$ cat src/rtl/pattern_bit_serializer.sv
`default_nettype none
// ============================================================================
// Module   : pattern_bit_serializer
// Purpose  : Loads a parallel pattern, shifts it out MSB-first one bit per
//            clock, and counts overlapping 101 occurrences in the stream.
// Revision : 1.0 - initial release
// ============================================================================
module pattern_bit_serializer #(
    parameter int MAX_LEN = 16,
    parameter int LEN_W   = 5,
    parameter int CNT_W   = 8
) (
    input  logic               clk,
    input  logic               reset_n,
    input  logic               load_valid,
    output logic               load_ready,
    input  logic [MAX_LEN-1:0] load_data,
    input  logic [LEN_W-1:0]   load_len,
    input  logic               stop,
    output logic               x,
    output logic               x_valid,
    output logic               done,
    output logic [CNT_W-1:0]   exp_count
);

    localparam logic [1:0]       c_S_IDLE  = 2'd0;
    localparam logic [1:0]       c_S_SHIFT = 2'd1;
    localparam logic [1:0]       c_S_DONE  = 2'd2;
    localparam logic [LEN_W-1:0] c_MAX_LEN = LEN_W'(MAX_LEN);
    localparam logic [LEN_W-1:0] c_ONE     = LEN_W'(1);

    logic [1:0]         r_state;
    logic [1:0]         w_state_next;
    logic [MAX_LEN-1:0] r_shift;
    logic [LEN_W-1:0]   r_remain;
    logic [1:0]         r_hist;
    logic [CNT_W-1:0]   r_count;

    logic               w_accept;
    logic [LEN_W-1:0]   w_len_clamp;
    logic [LEN_W-1:0]   w_shamt;
    logic [MAX_LEN-1:0] w_aligned;
    logic               w_bit;
    logic               w_hit;

    assign w_accept    = load_valid && (r_state == c_S_IDLE);
    assign w_len_clamp = (load_len > c_MAX_LEN) ? c_MAX_LEN : load_len;
    // Left-justify so the first bit to emit always sits in the MSB.
    assign w_shamt     = c_MAX_LEN - w_len_clamp;
    assign w_aligned   = load_data << w_shamt;
    assign w_bit       = r_shift[MAX_LEN-1];
    assign w_hit       = (r_state == c_S_SHIFT) && ({r_hist, w_bit} == 3'b101);

    // State register
    always_ff @(posedge clk or negedge reset_n) begin
        if (!reset_n) begin
            r_state <= c_S_IDLE;
        end else begin
            r_state <= w_state_next;
        end
    end

    // Next-state logic
    always_comb begin
        w_state_next = r_state;
        case (r_state)
            c_S_IDLE: begin
                if (w_accept) begin
                    w_state_next = (w_len_clamp == '0) ? c_S_DONE : c_S_SHIFT;
                end
            end
            c_S_SHIFT: begin
                if (stop || (r_remain == c_ONE)) begin
                    w_state_next = c_S_DONE;
                end
            end
            c_S_DONE: w_state_next = c_S_IDLE;
            default:  w_state_next = c_S_IDLE;
        endcase
    end

    // Outputs decoded from state and the shift register only
    always_comb begin
        load_ready = (r_state == c_S_IDLE);
        x_valid    = (r_state == c_S_SHIFT);
        x          = (r_state == c_S_SHIFT) && w_bit;
        done       = (r_state == c_S_DONE);
        exp_count  = r_count;
    end

    // Datapath: pattern shifter, remaining-bit counter, history and hit count
    always_ff @(posedge clk or negedge reset_n) begin
        if (!reset_n) begin
            r_shift  <= '0;
            r_remain <= '0;
            r_hist   <= '0;
            r_count  <= '0;
        end else if (w_accept) begin
            r_shift  <= w_aligned;
            r_remain <= w_len_clamp;
            r_hist   <= '0;
            r_count  <= '0;
        end else if (r_state == c_S_SHIFT) begin
            r_shift  <= r_shift << 1;
            r_remain <= r_remain - c_ONE;
            r_hist   <= {r_hist[0], w_bit};
            if (w_hit && (r_count != {CNT_W{1'b1}})) begin
                r_count <= r_count + CNT_W'(1);
            end
        end
    end

endmodule
`default_nettype wire

$ cat config.mk
export PLATFORM = sky130hd
export DESIGN_NAME = pattern_bit_serializer
export DESIGN_NICKNAME = d
export VERILOG_FILES = /design/src/rtl/pattern_bit_serializer.sv
export SDC_FILE = /design/constraint.sdc
export NUM_CORES = 1
export LEC_CHECK = 0
export BUFFER_PORTS_ARGS = -buffer_cell sky130_fd_sc_hd__buf_2
export CAP_MARGIN = 20
export CELL_PAD_IN_SITES_DETAIL_PLACEMENT = 1
export CELL_PAD_IN_SITES_GLOBAL_PLACEMENT = 2
export CORE_MARGIN = 2
export CORE_UTILIZATION = 35
export DETAILED_ROUTE_END_ITERATION = 6
export GPL_TIMING_DRIVEN = 1
export PLACE_DENSITY_LB_ADDON = 0.1
export SKIP_LAST_GASP = 1
export SLEW_MARGIN = 20
export SYNTH_ARGS = -nofsm -noshare
export SYNTH_HDL_FRONTEND = slang
export SYNTH_SLANG_ARGS = --single-unit
$ cat constraint.sdc
create_clock -name clk -period 1.9 [get_ports clk]
set_input_delay 0.38 -clock clk [delete_from_list [all_inputs] [get_ports clk]]
set_output_delay 0.38 -clock clk [all_outputs]
set_load 0.05 [all_outputs]
======== Word level (Yosys, flattened, before mapping) ========
Cells that the tools add are included.
storage, ports and cells
  output and inout port bits .............. 12
  bits of input ports ..................... 25
  logic and storage cells ................. 42
  flip-flop bits (word level) ............. 33
cells by class
  order comparisons ....................... 1
  shift operators ......................... 1
  muxes and demuxes ....................... 14
  eq/ne operators ......................... 7
  add/sub/neg operators ................... 3
  reduce and logical (&&, ||, !) cells .... 11
operators by type and width
  kind                 number
  $mux 16              2
  $mux 8               3
  $shl 16x5->16        1
  $mux 5               3
  $mux 2               5
  $add 8x1->8 const B  1
  $ne 8x8->1 const B   1
  $eq 5x1->1 const B   1
  $gt 5x5->1 const B   1
  $logic_not 5->1      1
  $sub 5x1->5 const B  1
  $sub 5x5->5 const A  1
  $logic_and 1x1->1    4
  $ne 2x1->1 const B   2
  $pmux 2 s2           1
  $reduce_and 2->1     2
  $reduce_bool 2->1    2
  $eq 3x3->1 const B   1
  $eq 2x1->1 const B   1
  $eq 2x2->1 const B   1
  $logic_not 2->1      1
  $logic_or 1x1->1     1

======== Depth between registers and ports, before layout ========
Gate-level depths: netlist of run 1.
  depth after elaboration ................. 6
  depth in mapped cells ................... 13
  mapped depth without buffers ............ 10

======== Worst setup path after synthesis of run 1 ========
OpenSTA, ideal clock, no wires.
  path type ............................... input to register
  from .................................... input port load_len[0]
  to ...................................... register r_shift[15]
  buffers on the path ..................... 5
  stages on the path ...................... 11
  data required time ...................... 1.818 ns
  library setup time ...................... 0.082 ns
  setup slack ............................. -0.627 ns
  arrival time ............................ 2.445 ns
  cells stage by stage .................... buf_2 -> nand2b_1 -> buf_6 -> buf_4 -> ha_1 -> buf_2 -> xnor2_4 -> buf_4 -> mux4_2 -> mux2_2 -> o22ai_2
on the way
  cells in the longest elaborated chain, start to end .. 5
ends and longest elaborated chain
  item                  RTL line  source
  start, declared       18        input logic [LEN_W-1:0] load_len,
  $gt 5x5->1            47        assign w_len_clamp = (load_len > c_MAX_LEN) ? c_MAX_LEN : load_len;
  $mux 5 *              47
  $sub 5x5->5 *         49        assign w_shamt = c_MAX_LEN - w_len_clamp;
  $shl 16x5->16 *       50        assign w_aligned = load_data << w_shamt;
  $mux 16 *             98        end else if (w_accept) begin
  end signal, assigned  99        r_shift <= w_aligned;
  end signal, assigned  104       r_shift <= r_shift << 1;
  end, declared         34        logic [MAX_LEN-1:0] r_shift;
Mark *: on every way between the ends. The rest lies on a longest branch, timed or not.
A chain may end at the register's enable or synchronous reset.

======== Worst setup path after layout of run 1 ========
  from .................................... input port load_len[4]
  to ...................................... register r_shift[10]
Same word-level chain as after synthesis.

==> metrics.csv, run 1 <==
metric,value,unit
outcome,"complete, no violations",
crit_required,2.06,ns
max_freq,545,MHz
nNetsFinal,376,
finalPower,3.23,mW
die_area,7690,µm²
cp-start-kind,primary input,
dr.pass1.iters,4,
utilization,47.5,%
period_minus_slack,1.83,ns
yosysSeqAreaShare,33.7,%
diodes,0,
setup_ws,0.0653,ns
worst_slew_pin_slew,0.422,ns
rows,30,
fin_crit_sh,96.6,%
max-vdd-ir-drop,306,µV
final_common_cell,buf_4,
ant_nets,0,
hold_class,in -> async,
worstPathArrival,1.99,ns
grt_max_degree,34,
grt_pass1_vias,2435,
power.density,999,nW/µm²
rsz0062_at_grt,yes,
hold_violations,0,
place_ws,-0.358,ns
reg2reg_depth,6,
rrSetupSlack,0.19,ns
crit_fanout,10,
tritoncts,done,
drtIter0Drc,60,
hold_buffers,0,
crit_type,in -> reg,
initial_utilization,36.1,%
placed_cells,433,
final_cell_mix,"buf_4, nor2_1, buf_2",
synthCells,266,
instances_no_fill,443,
wire_per_inst,16.3,µm
place_congestion,0.839,
p_leak,1.57,nW
postSynthAreaPerCell,9.21,µm²
syn-cell-area,2450,µm²
drt-total-wl,7.24,mm
cts_num_sinks,33,
root_buffer,clkbuf_8,
max_slew_margin,71.8,%
cts.htree.levels,2,
postPlaceCellArea,3100,µm²
setup_viol,0,
die_x,87.7,µm
clock_path_buffers,2,
fin_hold_ws,0.0422,ns
reg2reg_to,exp_count[5],
yosysWarnings,0,
synth_fp_nets,296,
drc,0,
final-max-slew-violation-count,0,
ys_ff_latch,33,
core-area,6790,µm²
grt_overflow,0,
synth_ff_type,dfrtp_1,
dp_hpwl,5.87,mm
fin_area,3230,µm²
die_h,87.7,µm
synth_edf_count,0,
yosys.cell_types.count,52,
port_buffers,36,
antenna_found_initial,0,
clkLatencyLatePin,0.28,ns
maxCapViolations,0,
end_kind,register,
synthArstFlopShare,100,%
via_per_inst,5.22,
setup_tns,0,ns
cts_buffers,5,
finalClockSkew,0.00638,ns
area_growth,31.8,%
vias,2312,
gr-usage-all-layers,20.3,%
path_clk_slew,0.07,ns
grt_pass1_wl,12.1,mm
worstReg2RegStart,r_state[1],
pin_count,37,
drive_gt1_share,36.6,%
==> power by group <==
part           leakage (nW)  internal, mW  total [mW]  switching (mW)
Combinational          1.11         0.692        1.57           0.875
Sequential            0.425         0.938        1.14           0.199
Clock                0.0439         0.253       0.523           0.270
==> registers in the layout, summed over array words and instances, names as in the netlist <==
signal and cells:
r_remain 5, exp_count 8, r_shift 16, r_hist 2, r_state 2
==> repair_timing <==
item / 4_1_cts / 5_1_grt
setup buffers: 1 / 1
hold endpoints to repair: 0 / 0
pin swaps: 1 / 2
resized for setup: 0 / 3
endpoints found under the setup margin: 2 / 7
==> critical path, cell delays in order <==
cell and delay (ns):
buf_2 0.11, inv_1 0.07, nand2_1 0.08, ha_4 0.40
mux2i_1 0.29, mux4_2 0.28, nor2_1 0.04, a221oi_1 0.21
o21ai_1 0.12
==> Yosys cell counts (2+ instances only) <==
cell      count  area, µm²
nor3_1        9       45.0
buf_2         5       25.0
a211oi_1      2       15.0
buf_4         2       15.0
mux2_2        7       78.8
a221oi_1      6       52.6
dfrtp_1      33        826
a21o_1        2       15.0
o221ai_1      2       17.5
nor2_1       37        139
inv_1         8       30.0
mux4_2        6        135
nand2b_1      2       12.5
xor2_1        4       35.0
nand2_1      21       78.8
o21ai_0      17       85.1
mux2i_1      30        300
o21ai_1       2       10.0
o22ai_1       4       25.0
ha_1          5       62.6
clkbuf_1      6       22.5
nand3_1       5       25.0
a22oi_1       4       30.0
xnor2_1       2       17.5
a21oi_1      16       80.1
and3_1        2       12.5
o21a_1        2       15.0
==> metal layers <==
| layer | vias up | GRT usage, % | wire, µm |
|---|---|---|---|
| met3 | 4 | 2.64 | 204 |
| li1 | 1135 | - | - |
| met2 | 42 | 36.5 | 3700 |
| met1 | 1131 | 25.9 | 3280 |
| met5 | - | 0 | 0 |
| met4 | 0 | 4.62 | 62 |
==> layout make-up <==
| type | count | area, µm² |
|---|---|---|
| tap | 96 | 120 |
| timing repair buffer | 88 | 599 |
| sequential | 33 | 828 |
| inverter | 9 | 41.3 |
| fill | 814 | 3560 |
| clock buffer | 5 | 68.8 |
| multi-input combinational | 209 | 1550 |
| clock inverter | 3 | 17.5 |
==> cell families after synthesis <==
logic type	Yosys count	synth area share (%)
simple gates	85	15.5
buf+inv	24	5.21
xor+xnor	7	3.27
flops	33	33.7
mux	44	21.5
fa+ha+maj	5	2.55
compound gates	68	18.2
==> how the worst max path moves through the flow <==
| stage | startpoint | end | slack, ns | cells past startpoint |
|---|---|---|---|---|
| after floorplan | load_len[0] | r_shift[15] | -0.37 | 11 |
| final | load_len[4] | r_shift[10] | 0.07 | 9 |
| after global routing | load_len[4] | r_shift[10] | -0.03 | 9 |
| after CTS | load_len[4] | r_shift[9] | 0.05 | 9 |
| after detailed placement | load_len[4] | r_shift[10] | -0.36 | 9 |
| after global placement | load_len[4] | r_shift[9] | -0.27 | 9 |
No activity file was read; power rests on OpenSTA's default activity.
==> run 2: changes to the inputs <==
Settings changed: CELL_PAD_IN_SITES_DETAIL_PLACEMENT 1 to unset, CELL_PAD_IN_SITES_GLOBAL_PLACEMENT 2 to unset, CORE_UTILIZATION 35 to 57, PLACE_DENSITY set to 0.8, PLACE_DENSITY_LB_ADDON 0.1 to unset.
==> metrics.csv, run 2 (synthesis gave the netlist of run 1 again) <==
metric,value,unit,change
finalPower,3.43,mW,+6.3%
path_buf_inv,3,,+1
diodes,0,,unchanged
final-max-slew-violation-count,0,,unchanged
die_area,4840,µm²,-37%
cp-start-kind,primary input,,
cts_num_sinks,33,,unchanged
worst_slew_pin_slew,0.364,ns,-0.0576 ns
grt_pass1_wl,11.5,mm,-5.0%
vias,2429,,+5.1%
crit_slowest_cell,mux4_2,,
endpoint,r_shift[15],,
crit_path_cell_trace,"buf_8, nand2b_4, ha_4, buf_12, clkinv_8, mux4_2, mux2_4, o22ai_2",,
nNetsFinal,370,,-1.6%
max_slew_margin,75.6,%,+3.9 points
crit_fanout,8,,-2
cts_buffers,5,,unchanged
met3_usage,5.09,%,+2.4 points
busiest_layer,met2,,
ant_nets,0,,unchanged
worstPathArrival,2.08,ns,+0.09 ns
n_fill_cell,234,,-71%
reg2reg_to,r_shift[7],,
dp_hpwl,4.92,mm,-16%
drt-total-wl,6.77,mm,-6.5%
wire_per_inst,17.3,µm,+5.9%
worstReg2RegStart,r_state[0],,
power.density,1060,nW/µm²,+6.2%
crit_family,multiplexers,,
grt_use_met1,35.2,%,+9.3 points
crit_type,in -> reg,,
slowest_delay,0.43,ns,+0.03 ns
initial_utilization,60.4,%,+24 points
tritoncts,done,,
max_freq,537,MHz,-1.4%
instances_no_fill,391,,-12%
final-seq-area,828,µm²,unchanged
core-area,4060,µm²,-40%
setup_tns,0,ns,unchanged
path_depth,8,,-1
die_x,69.6,µm,-21%
fin_crit_sh,98.0,%,+1.4 points
hold_violations,0,,unchanged
setup_viol,0,,unchanged
place_congestion,0.967,,+15%
path_clk_slew,0.07,ns,about the same
area_growth,31.8,%,about the same
grt_overflow,0,,unchanged
maxCapViolations,0,,unchanged
rsz0062_at_grt,yes,,
final_common_cell,buf_4,,
gr-usage-all-layers,29.8,%,+9.5 points
largest_register_ffs,16,,unchanged
top_register,r_shift,,
rows,23,,-23%
cp-startpoint,load_len[4],,
grt_max_degree,24,,-29%
drive_gt1_share,37.2,%,+0.64 points
placed_cells,379,,-12%
via_per_inst,6.21,,+19%
clkLatencyLatePin,0.29,ns,about the same
drc,0,,unchanged
crit_required,2.12,ns,+0.06 ns
dr.pass1.iters,4,,unchanged
rrSetupSlack,0.25,ns,+0.06 ns
end_kind,register,,
p_leak,1.56,nW,-0.67%
reg2reg_depth,7,,+1
clock_path_buffers,2,,unchanged
fin_area,3230,µm²,about the same
period_minus_slack,1.86,ns,+0.0268 ns
utilization,79.6,%,+32 points
port_buffers,36,,unchanged
final_cell_mix,"buf_4, nor2_1, buf_2",,
root_buffer,clkbuf_8,,
multi_input_area,1600,µm²,+2.9%
finalClockSkew,0.00696,ns,+0.000587 ns
hold_class,in -> reg,,
outcome,"complete, no violations",,
grt_util_met2,51.0,%,+14 points
cts.htree.levels,2,,unchanged
postPlaceCellArea,2970,µm²,-4.2%
antenna_found_initial,0,,unchanged
die_h,69.6,µm,-21%
grt_pass1_vias,2412,,-0.94%
drtIter0Drc,192,,+220%
pin_count,37,,unchanged
max-vdd-ir-drop,457,µV,+49%
==> run 2: cell count changes in the layout (fill, tap and decap cells not counted), sizes merged <==
cell         previous run  this run
clkinvlp                1         0
bufinv                  0         1
buf                    88        80
inv                     9         8
dlygate4sd3             0         1
clkinv                  2         1
clkbuf                  5         8
==> run 2: what timing repair did <==
item | CTS | global route
hold endpoints to repair | 10 | 0
gates resized for setup | 1 | 18
setup buffers | 2 | 1
endpoints found under the setup margin | 5 | 11
hold buffers | 1 | 0
pin swaps | 2 | 2
==> run 2: worst min path at each step <==
| stage | startpoint | endpoint | slack, ns | depth (start not counted) |
|---|---|---|---|---|
| final | stop | r_state[0] | 0.37 | 3 |
| after global routing | stop | r_state[0] | 0.40 | 3 |
| after CTS | stop | r_state[0] | 0.36 | 3 |
| after detailed placement | reset_n | r_remain[4] | 0.27 | 1 |
| after global placement | reset_n | r_remain[4] | 0.27 | 1 |
| after floorplan | reset_n | exp_count[0] | 0.08 | 0 |
==> run 2: power by group <==
part           leakage, nW  internal [mW]  switching (mW)
registers            0.425          0.939           0.203
logic                 1.08          0.701           0.896
clock network       0.0585          0.427           0.263
total                 1.56           2.07            1.36
==> run 2: worst min-delay path, delay by kind of cell <==
kind	cells	cell delay [ns]
buffers and inverters	1	0.08
AO/OA/AOI/OAI	2	0.16
==> run 2: area by class of cell <==
| type | instances | share of cell area [%] |
|---|---|---|
| multi-input cells | 209 | 49.5 |
| flip-flops and latches | 33 | 25.6 |
| repair buffers | 82 | 17.9 |
| clock buffers | 7 | 2.67 |
| well taps | 50 | 1.94 |
| inverters | 9 | 1.43 |
| clock inverters | 1 | 0.930 |
==> run 2: routing by layer <==
| layer | vias to the layer above | wire, µm |
|---|---|---|
| met5 | - | 0 |
| met4 | 0 | 305 |
| met3 | 24 | 406 |
| met2 | 114 | 3300 |
| met1 | 1160 | 2760 |
| li1 | 1131 | - |
==> run 2: through the flow <==
step                setup WS, ns  hold slack, ns
floorplan                 -0.368          0.0844
global placement          -0.232           0.266
detailed placement        -0.332           0.268
CTS                       0.0213           0.362
global route             -0.0174           0.401
finish                    0.0386           0.371
